`src/rtl/seq_alu_pkg.sv`:
```
`default_nettype none
// ============================================================================
// Module      : seq_alu_pkg
// Description : Shared definitions for the sequential ALU: operation codes,
//               FSM state encoding and single/multi-cycle classification.
// Revision    : 1.0 - initial release
// ============================================================================
package seq_alu_pkg;

    // Single-cycle arithmetic / logic codes
    localparam logic [4:0] c_FUNC_ADD  = 5'b00000;
    localparam logic [4:0] c_FUNC_SUB  = 5'b00001;
    localparam logic [4:0] c_FUNC_AND  = 5'b00100;
    localparam logic [4:0] c_FUNC_OR   = 5'b00101;
    localparam logic [4:0] c_FUNC_XOR  = 5'b00110;
    localparam logic [4:0] c_FUNC_NAND = 5'b01100;
    localparam logic [4:0] c_FUNC_NOR  = 5'b01101;
    localparam logic [4:0] c_FUNC_XNOR = 5'b01110;
    localparam logic [4:0] c_FUNC_MVHI = 5'b01011;

    // Multi-cycle codes
    localparam logic [4:0] c_FUNC_MUL  = 5'b00010;
    localparam logic [4:0] c_FUNC_DIVU = 5'b00011;
    localparam logic [4:0] c_FUNC_REMU = 5'b00111;

    // Compare codes: bit 4 marks a compare, bit 3 inverts the outcome,
    // bit 2 selects zero as the B operand, bits 1:0 pick F/EQ/LT/LTE.
    localparam logic [4:0] c_CMP_F    = 5'b10000;
    localparam logic [4:0] c_CMP_EQ   = 5'b10001;
    localparam logic [4:0] c_CMP_LT   = 5'b10010;
    localparam logic [4:0] c_CMP_LTE  = 5'b10011;
    localparam logic [4:0] c_CMP_T    = 5'b11000;
    localparam logic [4:0] c_CMP_NE   = 5'b11001;
    localparam logic [4:0] c_CMP_GTE  = 5'b11010;
    localparam logic [4:0] c_CMP_GT   = 5'b11011;
    localparam logic [4:0] c_CMP_EQZ  = 5'b10101;
    localparam logic [4:0] c_CMP_LTZ  = 5'b10110;
    localparam logic [4:0] c_CMP_LTEZ = 5'b10111;
    localparam logic [4:0] c_CMP_NEZ  = 5'b11101;
    localparam logic [4:0] c_CMP_GTEZ = 5'b11110;
    localparam logic [4:0] c_CMP_GTZ  = 5'b11111;

    typedef enum logic [1:0] {
        ST_IDLE = 2'b00,
        ST_BUSY = 2'b01,
        ST_DONE = 2'b10
    } state_t;

    // Codes that run through the iterative datapath
    function automatic logic isMultiCycle(input logic [4:0] f);
        return (f == c_FUNC_MUL) || (f == c_FUNC_DIVU) || (f == c_FUNC_REMU);
    endfunction

    // The zero-form patterns with bits 1:0 = 00 (10100, 11100) are not
    // defined compares and must behave as unlisted codes.
    function automatic logic isDefinedCompare(input logic [4:0] f);
        return f[4] && !(f[2] && (f[1:0] == 2'b00));
    endfunction

endpackage
`default_nettype wire

```
`src/rtl/seq_alu_comb.sv`:
```
`default_nettype none
// ============================================================================
// Module      : alu_comb
// Description : Combinational single-cycle ALU: add/sub, bitwise logic,
//               MVHI and all compare codes.
// Revision    : 1.0 - initial release
// ============================================================================
module alu_comb
    import seq_alu_pkg::*;
#(
    parameter int BIT_WIDTH  = 32,
    parameter bit SIGNED_CMP = 1'b1
) (
    input  logic [4:0]           i_func,
    input  logic [BIT_WIDTH-1:0] i_opA,
    input  logic [BIT_WIDTH-1:0] i_opB,
    output logic [BIT_WIDTH-1:0] o_result,
    output logic                 o_compTrue
);

    localparam logic [BIT_WIDTH-1:0] c_HI_MASK = {BIT_WIDTH{1'b1}} << (BIT_WIDTH / 2);

    logic [BIT_WIDTH-1:0] w_rhs;
    logic                 w_eq;
    logic                 w_lt;
    logic                 w_base;

    // Against-zero forms substitute zero for operand B
    assign w_rhs = i_func[2] ? '0 : i_opB;
    assign w_eq  = (i_opA == w_rhs);

    generate
        if (SIGNED_CMP) begin : g_signedCmp
            assign w_lt = ($signed(i_opA) < $signed(w_rhs));
        end else begin : g_unsignedCmp
            assign w_lt = (i_opA < w_rhs);
        end
    endgenerate

    // Base relation before the bit-3 inversion
    always_comb begin
        w_base = 1'b0;
        case (i_func[1:0])
            2'b00:   w_base = 1'b0;
            2'b01:   w_base = w_eq;
            2'b10:   w_base = w_lt;
            default: w_base = w_lt | w_eq;
        endcase
    end

    // Result selection; unlisted codes fall through to zero
    always_comb begin
        o_result   = '0;
        o_compTrue = 1'b0;
        if (i_func[4]) begin
            o_compTrue = isDefinedCompare(i_func) & (w_base ^ i_func[3]);
            o_result   = {{(BIT_WIDTH-1){1'b0}}, o_compTrue};
        end else begin
            case (i_func)
                c_FUNC_ADD:  o_result = i_opA + i_opB;
                c_FUNC_SUB:  o_result = i_opA - i_opB;
                c_FUNC_AND:  o_result = i_opA & i_opB;
                c_FUNC_OR:   o_result = i_opA | i_opB;
                c_FUNC_XOR:  o_result = i_opA ^ i_opB;
                c_FUNC_NAND: o_result = ~(i_opA & i_opB);
                c_FUNC_NOR:  o_result = ~(i_opA | i_opB);
                c_FUNC_XNOR: o_result = ~(i_opA ^ i_opB);
                c_FUNC_MVHI: o_result = i_opB & c_HI_MASK;
                default:     o_result = '0;
            endcase
        end
    end

endmodule
`default_nettype wire

```
`src/rtl/seq_alu.sv`:
```
`default_nettype none
// ============================================================================
// Module      : seq_alu
// Description : Sequential ALU with valid/ready handshake. Single-cycle ops
//               complete through alu_comb; MUL/DIVU/REMU iterate BIT_WIDTH
//               times through a shift-add / restoring-division datapath.
// Revision    : 1.0 - initial release
// ============================================================================
module seq_alu
    import seq_alu_pkg::*;
#(
    parameter int BIT_WIDTH  = 32,
    parameter bit SIGNED_CMP = 1'b1
) (
    input  logic                 clk,
    input  logic                 reset_n,
    input  logic                 in_valid,
    output logic                 in_ready,
    input  logic [4:0]           func,
    input  logic [BIT_WIDTH-1:0] data_in1,
    input  logic [BIT_WIDTH-1:0] data_in2,
    input  logic                 flush,
    output logic                 out_valid,
    input  logic                 out_ready,
    output logic [BIT_WIDTH-1:0] data_out,
    output logic                 comp_true,
    output logic                 div_zero
);

    localparam int             c_CW   = $clog2(BIT_WIDTH + 1);
    localparam logic [c_CW-1:0] c_LAST = c_CW'(BIT_WIDTH - 1);

    state_t               r_state;
    logic [4:0]           r_func;
    logic [BIT_WIDTH-1:0] r_opA;    // MUL: multiplicand; DIV: dividend shifting into quotient
    logic [BIT_WIDTH-1:0] r_opB;    // MUL: multiplier;   DIV: divisor
    logic [BIT_WIDTH-1:0] r_acc;    // MUL: product;      DIV: partial remainder
    logic [c_CW-1:0]      r_iter;

    logic [BIT_WIDTH-1:0] w_aluResult;
    logic                 w_aluComp;
    logic                 w_isMul;
    logic [BIT_WIDTH-1:0] w_mulAcc;
    logic [BIT_WIDTH:0]   w_divDiff;
    logic [BIT_WIDTH-1:0] w_divShiftLow;
    logic                 w_divFits;
    logic [BIT_WIDTH-1:0] w_remNext;
    logic [BIT_WIDTH-1:0] w_quoNext;
    logic [BIT_WIDTH-1:0] w_mcResult;

    alu_comb #(
        .BIT_WIDTH  (BIT_WIDTH),
        .SIGNED_CMP (SIGNED_CMP)
    ) u_aluComb (
        .i_func     (func),
        .i_opA      (data_in1),
        .i_opB      (data_in2),
        .o_result   (w_aluResult),
        .o_compTrue (w_aluComp)
    );

    assign in_ready = (r_state == ST_IDLE);
    assign w_isMul  = (r_func == c_FUNC_MUL);

    // One iteration of shift-add multiply and restoring division.
    // A zero divisor always "fits", yielding an all-ones quotient and
    // leaving the dividend as remainder without special casing.
    assign w_mulAcc      = r_acc + (r_opB[0] ? r_opA : '0);
    assign w_divDiff     = {r_acc, r_opA[BIT_WIDTH-1]} - {1'b0, r_opB};
    assign w_divShiftLow = {r_acc[BIT_WIDTH-2:0], r_opA[BIT_WIDTH-1]};
    assign w_divFits     = ~w_divDiff[BIT_WIDTH];
    assign w_remNext     = w_divFits ? w_divDiff[BIT_WIDTH-1:0] : w_divShiftLow;
    assign w_quoNext     = {r_opA[BIT_WIDTH-2:0], w_divFits};
    assign w_mcResult    = w_isMul ? w_mulAcc :
                           ((r_func == c_FUNC_DIVU) ? w_quoNext : w_remNext);

    // Control FSM, operand capture, iterative datapath and registered outputs
    always_ff @(posedge clk or negedge reset_n) begin
        if (!reset_n) begin
            r_state   <= ST_IDLE;
            r_func    <= '0;
            r_opA     <= '0;
            r_opB     <= '0;
            r_acc     <= '0;
            r_iter    <= '0;
            out_valid <= 1'b0;
            data_out  <= '0;
            comp_true <= 1'b0;
            div_zero  <= 1'b0;
        end else if (flush) begin
            r_state   <= ST_IDLE;
            r_iter    <= '0;
            out_valid <= 1'b0;
            data_out  <= '0;
            comp_true <= 1'b0;
            div_zero  <= 1'b0;
        end else begin
            case (r_state)
                ST_IDLE: begin
                    if (in_valid) begin
                        r_func <= func;
                        r_opA  <= data_in1;
                        r_opB  <= data_in2;
                        r_acc  <= '0;
                        r_iter <= '0;
                        if (isMultiCycle(func)) begin
                            r_state <= ST_BUSY;
                        end else begin
                            r_state   <= ST_DONE;
                            out_valid <= 1'b1;
                            data_out  <= w_aluResult;
                            comp_true <= w_aluComp;
                            div_zero  <= 1'b0;
                        end
                    end
                end
                ST_BUSY: begin
                    r_iter <= r_iter + c_CW'(1);
                    if (w_isMul) begin
                        r_acc <= w_mulAcc;
                        r_opA <= r_opA << 1;
                        r_opB <= r_opB >> 1;
                    end else begin
                        r_acc <= w_remNext;
                        r_opA <= w_quoNext;
                    end
                    if (r_iter == c_LAST) begin
                        r_state   <= ST_DONE;
                        out_valid <= 1'b1;
                        data_out  <= w_mcResult;
                        comp_true <= 1'b0;
                        div_zero  <= ~w_isMul & (r_opB == '0);
                    end
                end
                ST_DONE: begin
                    if (out_ready) begin
                        r_state   <= ST_IDLE;
                        out_valid <= 1'b0;
                    end
                end
                default: begin
                    r_state   <= ST_IDLE;
                    out_valid <= 1'b0;
                end
            endcase
        end
    end

endmodule
`default_nettype wire
```
`config.mk`:
```
export PLATFORM = sky130hd
export DESIGN_NAME = seq_alu
export DESIGN_NICKNAME = d
export VERILOG_FILES = /design/src/rtl/seq_alu_pkg.sv /design/src/rtl/seq_alu_comb.sv /design/src/rtl/seq_alu.sv
export SDC_FILE = /design/constraint.sdc
export NUM_CORES = 1
export LEC_CHECK = 0
export BUFFER_PORTS_ARGS = -buffer_cell sky130_fd_sc_hd__buf_2
export CORE_MARGIN = 10
export CORE_UTILIZATION = 40
export DETAILED_ROUTE_END_ITERATION = 6
export PLACE_DENSITY = 0.56
export SLEW_MARGIN = 20
export SYNTH_ARGS = -nofsm -noshare
export SYNTH_HDL_FRONTEND = slang
export SYNTH_SLANG_ARGS = --single-unit
```
`constraint.sdc`:
```
create_clock -name clk -period 5.8 [get_ports clk]
set_input_delay 1.16 -clock clk [delete_from_list [all_inputs] [get_ports clk]]
set_output_delay 1.16 -clock clk [all_outputs]
set_load 0.02 [all_outputs]
```
**After elaboration in Yosys (flattened, before gate mapping)**

Cells that the tools add are included.

- Add/subtract/negate cells: 5
- $lt $le $gt $ge: 1
- Equal/unequal tests: 25
- Mux-type cells: 48
- Bitwise operators: 13
- Reduce and logical (&&, ||, !) cells: 18

Operator list:

| cell | number |
|---|---|
| $mux W32 | 15 |
| $pmux W32 S9 | 1 |
| $pmux W32 S2 | 4 |
| $not A32 Y32 | 3 |
| $add A32 B32 Y32 | 2 |
| $sub A33 B32 Y33 | 1 |
| $and A32 B32 Y32 | 1 |
| $eq A32 B32 Y1 | 1 |
| $logic_not A32 Y1 | 1 |
| $lt A32 B32 Y1 | 1 |
| $or A32 B32 Y32 | 1 |
| $sub A32 B32 Y32 | 1 |
| $xor A32 B32 Y32 | 1 |
| $eq A5 B2 Y1 const B | 4 |
| $eq A5 B3 Y1 const B | 4 |
| $eq A5 B4 Y1 const B | 4 |
| $mux W1 | 15 |
| $mux W6 | 2 |
| $pmux W6 S2 | 1 |
| $reduce_and A4 Y1 | 3 |
| $mux W2 | 5 |
| $ne A3 B3 Y1 const B | 3 |
| $reduce_and A3 Y1 | 3 |
| $add A6 B1 Y6 const B | 1 |
| other kinds (21) | 32 |

- Flip-flop bits (word level): 144
- Bits of input ports: 74
- Output and inout bits: 36
- Logic and storage cells: 120

**Longest topological paths before layout**

- Depth after elaboration: 11
- Mapped depth: 19
- Mapped depth without buffers: 19

**By module**

Synthesis repeated with hierarchy kept, for this count alone.

- Cell total of the unflattened synthesis: 2227
- Area, all modules: 17047.6 um2

Modules (own cells, without submodules):

| module | instances | cells an instance | area each (um2) | seq. area each (um2) |
|---|---|---|---|---|
| seq_alu | 1 | 1447 | 11509.8 | 3603.5 |
| alu_comb | 1 | 780 | 5537.8 | 0.0 |

**Worst setup path after synthesis**

Ideal clock, no wire load.

- Path type: input-to-reg
- Start: input port func[1]
- End: register data_out[31]
- Library setup time: 86 ps
- Data arrival time: 5145 ps
- Required time: 5714 ps
- Path slack: 569 ps
- Stages on the path: 18
- Buffers on the path: 3
- Cells stage by stage: clkbuf_1 nand2b_1 clkbuf_1 nor4_1 clkbuf_1 nor2_1 xnor2_1 ha_1 o211ai_1 a21oi_1 o2111ai_1 a2111oi_1 o21ai_1 o21a_1 o21ai_0 nand4_1 o311a_1 nor3_1

- Cells in the longest elaborated chain, start to end: 7
- Elaborated cells on any way between the ends: 22
- Those cells by class: eq/ne (12); mux (6); reduce/logical (4)

Ends and longest elaborated chain:

| what | line | source |
|---|---|---|
| from (decl) | seq_alu.sv:19 | `input logic [4:0] func,` |
| $eq A5 B4 Y1 (tied with other cells) | seq_alu_comb.sv:59 | `case (i_func)` |
| $pmux W32 S9 | seq_alu_comb.sv:59 |  |
| $mux W32 | seq_alu_comb.sv:55 | `if (i_func[4]) begin` |
| $mux W32 | seq_alu.sv:106 | `if (isMultiCycle(func)) begin` |
| $mux W32 | seq_alu.sv:100 | `if (in_valid) begin` |
| $pmux W32 S2 | seq_alu.sv:98 | `case (r_state)` |
| $mux W32 | seq_alu.sv:90 | `end else if (flush) begin` |
| to (signal assigned) | seq_alu.sv:111 | `data_out <= w_aluResult;` |
| to (signal assigned) | seq_alu.sv:130 | `data_out <= w_mcResult;` |
| to (decl) | seq_alu.sv:25 | `output logic [BIT_WIDTH-1:0] data_out,` |

Parallel ways exist; a longest one is shown, timed or not. The select of a mux whose other input is x is not followed.
A chain may end at the register's enable or synchronous reset.

**Worst setup path in the final report**

- Start: input port data_in2[3]
- End: register data_out[29]

- Cells in the longest elaborated chain, start to end: 7
- Elaborated cells on any way between the ends: 8
- Those cells by class: add/sub (2); mux (6)

Ends and longest elaborated chain:

| what | line | source |
|---|---|---|
| from (decl) | seq_alu.sv:21 | `input logic [BIT_WIDTH-1:0] data_in2,` |
| $sub A32 B32 Y32 / $add A32 B32 Y32 (equally long branches) | seq_alu_comb.sv:61, seq_alu_comb.sv:60 |  |
| $pmux W32 S9 (*) | seq_alu_comb.sv:59 |  |
| $mux W32 (*) | seq_alu_comb.sv:55 |  |
| $mux W32 (*) | seq_alu.sv:106 |  |
| $mux W32 (*) | seq_alu.sv:100 |  |
| $pmux W32 S2 (*) | seq_alu.sv:98 |  |
| $mux W32 (*) | seq_alu.sv:90 |  |

Mark *: on every way between the ends. The rest lies on a longest branch, timed or not. The select of a mux whose other input is x is not followed.

==> results.toml <==
[placed_design]
place_congestion = 0.958
port_buffers = 109
place_hpwl_um = 52100

[global_route]
grt_start_max_net_pins = 65
first_global_vias = 16400
antenna_found_initial = 2
grt_pass1_wl_um = 100000
gr-total-overflow = 0
grtUsageTotal = 0.255

[min_path]
hold-path-endpoint = "data_out[5]$_DFFE_PN0P_"
min_path_cells = 2
min_path_type = "flop to flop"
hp-start = "data_out[5]$_DFFE_PN0P_"

[flow_run]
maxCapViolations = 0

[power_and_ir_drop]
power.leakage_uw = 0.00871
p_switching_uw = 1500
peakVddDrop_uv = 226
p_int_uw = 2150
p_seq_frac = 0.339
p_comb_frac = 0.378
power_frac_clock = 0.283
switching_share = 0.410
p_per_area_mw_per_mm2 = 198

[yosys]
yosysSeqAreaShare = 0.214
synthFlopType = "dfrtp_1"
synth_top_area_share = 0.214
yosys_warnings = 0
syn-cell-area_mm2 = 0.0169
synth_edf_count = 0
synthTopCellsByArea = "dfrtp_1 (21%), ha_1 (14%), a21oi_1 (7.7%)"
synth_top_cell_by_area = "dfrtp_1"
synth_nets = 2568
synth_seq_cells = 144
async_reset_ff_frac = 1.00
synth_cell_type_count = 83
avgSynthCellArea_um2 = 7.34
syn_inst = 2298

[floorplanning]
dieHeight_um = 225
start_util = 0.403
die_area_mm2 = 0.0508
rows = 75
io-pin-count = 110
core_area_mm2 = 0.0419
die-width_um = 225

[sta]
setup_viol = 0
fmax_mhz = 203
drv_slew = 0
fin_skew_ns = 0.00946
finalCritPeriodShare = 0.849
slew_headroom = 0.340
hold_violations = 0
worst_pin_slew_ns = 0.987
rsz0062_at_grt = "false"
holdWs_ns = 0.468
tns_ns = 0
period_needed_ns = 4.93

[detailed_routing]
met2RoutedLength_um = 29200
vias = 17400
drc_errors = 0
drt-vias-per-instance = 6.02
highest_layer = "met5"
wire_per_inst_um = 23.0
detail_route.iter0.violations = 1873
wl_met1_um = 31500
ant_nets = 0
drt-pass1-iter-count = 6
routed-wl-met3_um = 4400
drt-total-wl_um = 66500

[setup_path]
r2r-end = "data_out[12]$_DFFE_PN0P_"
critPathMaxStageDelay_ns = 0.44
critPathKind = "input port to flop"
r2r_slack_ns = 1.39
crit_fanout = 7
worstPathArrival_ns = 5.26
cp_cell_sequence = "buf_2 > inv_1 > nand3_1 > nand3b_1 > nor3_1 > and2_1 > nor2_1 > xnor2_1 > ha_1 > a21oi_1 > o21bai_1 > a221oi_1 > nand2_1 > o21ai_1 > o21ai_0 > a41o_1 > nor2_1 > o32ai_1 > a31o_2"
r2r_start = "r_opA[31]$_DFFE_PN0P_"
crit_top_cell = "nor2_1"
r2r_cells = 15
cp-end-kind = "flop"
required_ns = 6.13
cp_slowest_cell = "a221oi_1"
worstSetupStartpointType = "input port"

[final_layout]
drive_gt1_frac = 0.0946
final_common_cell = "nand2_1"
final_cell_mix = "nand2_1 (296), a21oi_1 (257), nor2_1 (237)"
fin_util = 0.441
area_delta_synth_final_pct = 9.48
final_net_count = 2604
n_fill_cell = 4343

[clocking]
clockRootBuffer = "clkbuf_16"
clock_path_buffers = 2
clk_pin_slew_ns = 0.07
cts_setup_buffers = 0
ctsHoldBuffers = 0
clkLatencyLatePin_ns = 0.45
cts_resized = 0
htreeDepth = 4
cts_sinks = 144
cts-buffers-inserted = 17
cts_tree = "yes"

[status]
status = "complete, no violations"
registers in the layout, summed over array words and instances (netlist names):
register	cells
out_valid	1
data_out	32
r_func	5
r_iter	6
r_state	2
r_opB	32
comp_true	1
r_opA	32
r_acc	32
div_zero	1
worst max-delay path: cells and delay by family:
kind                       cells  cell delay [ns]
AOI/OAI and AO/OA              8             1.87
xor gates and xnor gates       1             0.13
adders and majority gates      1             0.38
and+or+nand+nor                7             1.44
buffers and inverters          2             0.28
how the worst max path moves through the flow:
stage	startpoint	end	slack (ns)
after floorplan	func[1]	data_out[31]$_DFFE_PN0P_	0.57
after global placement	func[1]	data_out[30]$_DFFE_PN0P_	0.52
after detailed placement	data_in2[3]	data_out[29]$_DFFE_PN0P_	0.48
after CTS	data_in2[3]	data_out[29]$_DFFE_PN0P_	0.94
after global routing	data_in2[3]	data_out[29]$_DFFE_PN0P_	0.46
final	data_in2[3]	data_out[29]$_DFFE_PN0P_	0.87
through the flow:
stage	instances	area, um2	total power [uW]	setup slack (ns)
after global placement	2854	17900	2580	0.523
after global routing	2886	18500	3850	0.456
final	2887	18500	3650	0.874
after floorplan	2298	16900	2140	0.569
after detailed placement	2854	17900	2600	0.483
after CTS	2886	18500	3640	0.937
power groups by stage:
stage / clock [uW] / sequential (uW) / combinational (uW)
3_3_place_gp: 0 / 1240 / 1340
3_5_place_dp: 0 / 1250 / 1350
5_1_grt: 1090 / 1250 / 1510
6_report: 1030 / 1240 / 1380
2_1_floorplan: 0 / 1210 / 926
4_1_cts: 1050 / 1230 / 1360
synthesized netlist by cell type, types with 24 or more instances:
library cell and count:
ha_1 193, xor2_1 26, nand2_1 296, a31oi_1 57, xnor2_1 81, o21ai_0 159
a21o_1 53, nor3_1 26, nand3_1 33, a21oi_1 258, nand2b_1 29, nand4_1 24
inv_1 127, clkbuf_1 112, dfrtp_1 144, o211ai_1 24, mux2i_1 55, and2_1 44
a211oi_1 26, nor2_1 241
cells by family after synthesis:
logic type | Yosys count | share of synthesized area
buffers and inverters | 263 | 0.0604
xor gates and xnor gates | 107 | 0.0555
DFF | 144 | 0.214
AOI/OAI and AO/OA | 762 | 0.285
adders and majority gates | 196 | 0.147
muxes | 60 | 0.0360
and+or+nand+nor | 766 | 0.203
metal layers:
| metal | up-vias | global-route usage |
|---|---|---|
| met5 | - | 0 |
| met4 | 2 | 0.0651 |
| met3 | 72 | 0.0316 |
| met2 | 698 | 0.392 |
| met1 | 8303 | 0.368 |
| li1 | 8313 | - |
cell type report:
cell class	instances	area, um2	area share
Clock inverter	12	85.1	0.00461
Sequential cell	144	3600	0.195
Clock buffer	20	447	0.0242
Antenna cell	1	2.50	0.000135
Inverter	128	480	0.0260
Multi-Input combinational cell	1891	12300	0.666
Tap cell	539	674	0.0365
Timing Repair Buffer	152	875	0.0473
Power figures use the tool's default switching activity.
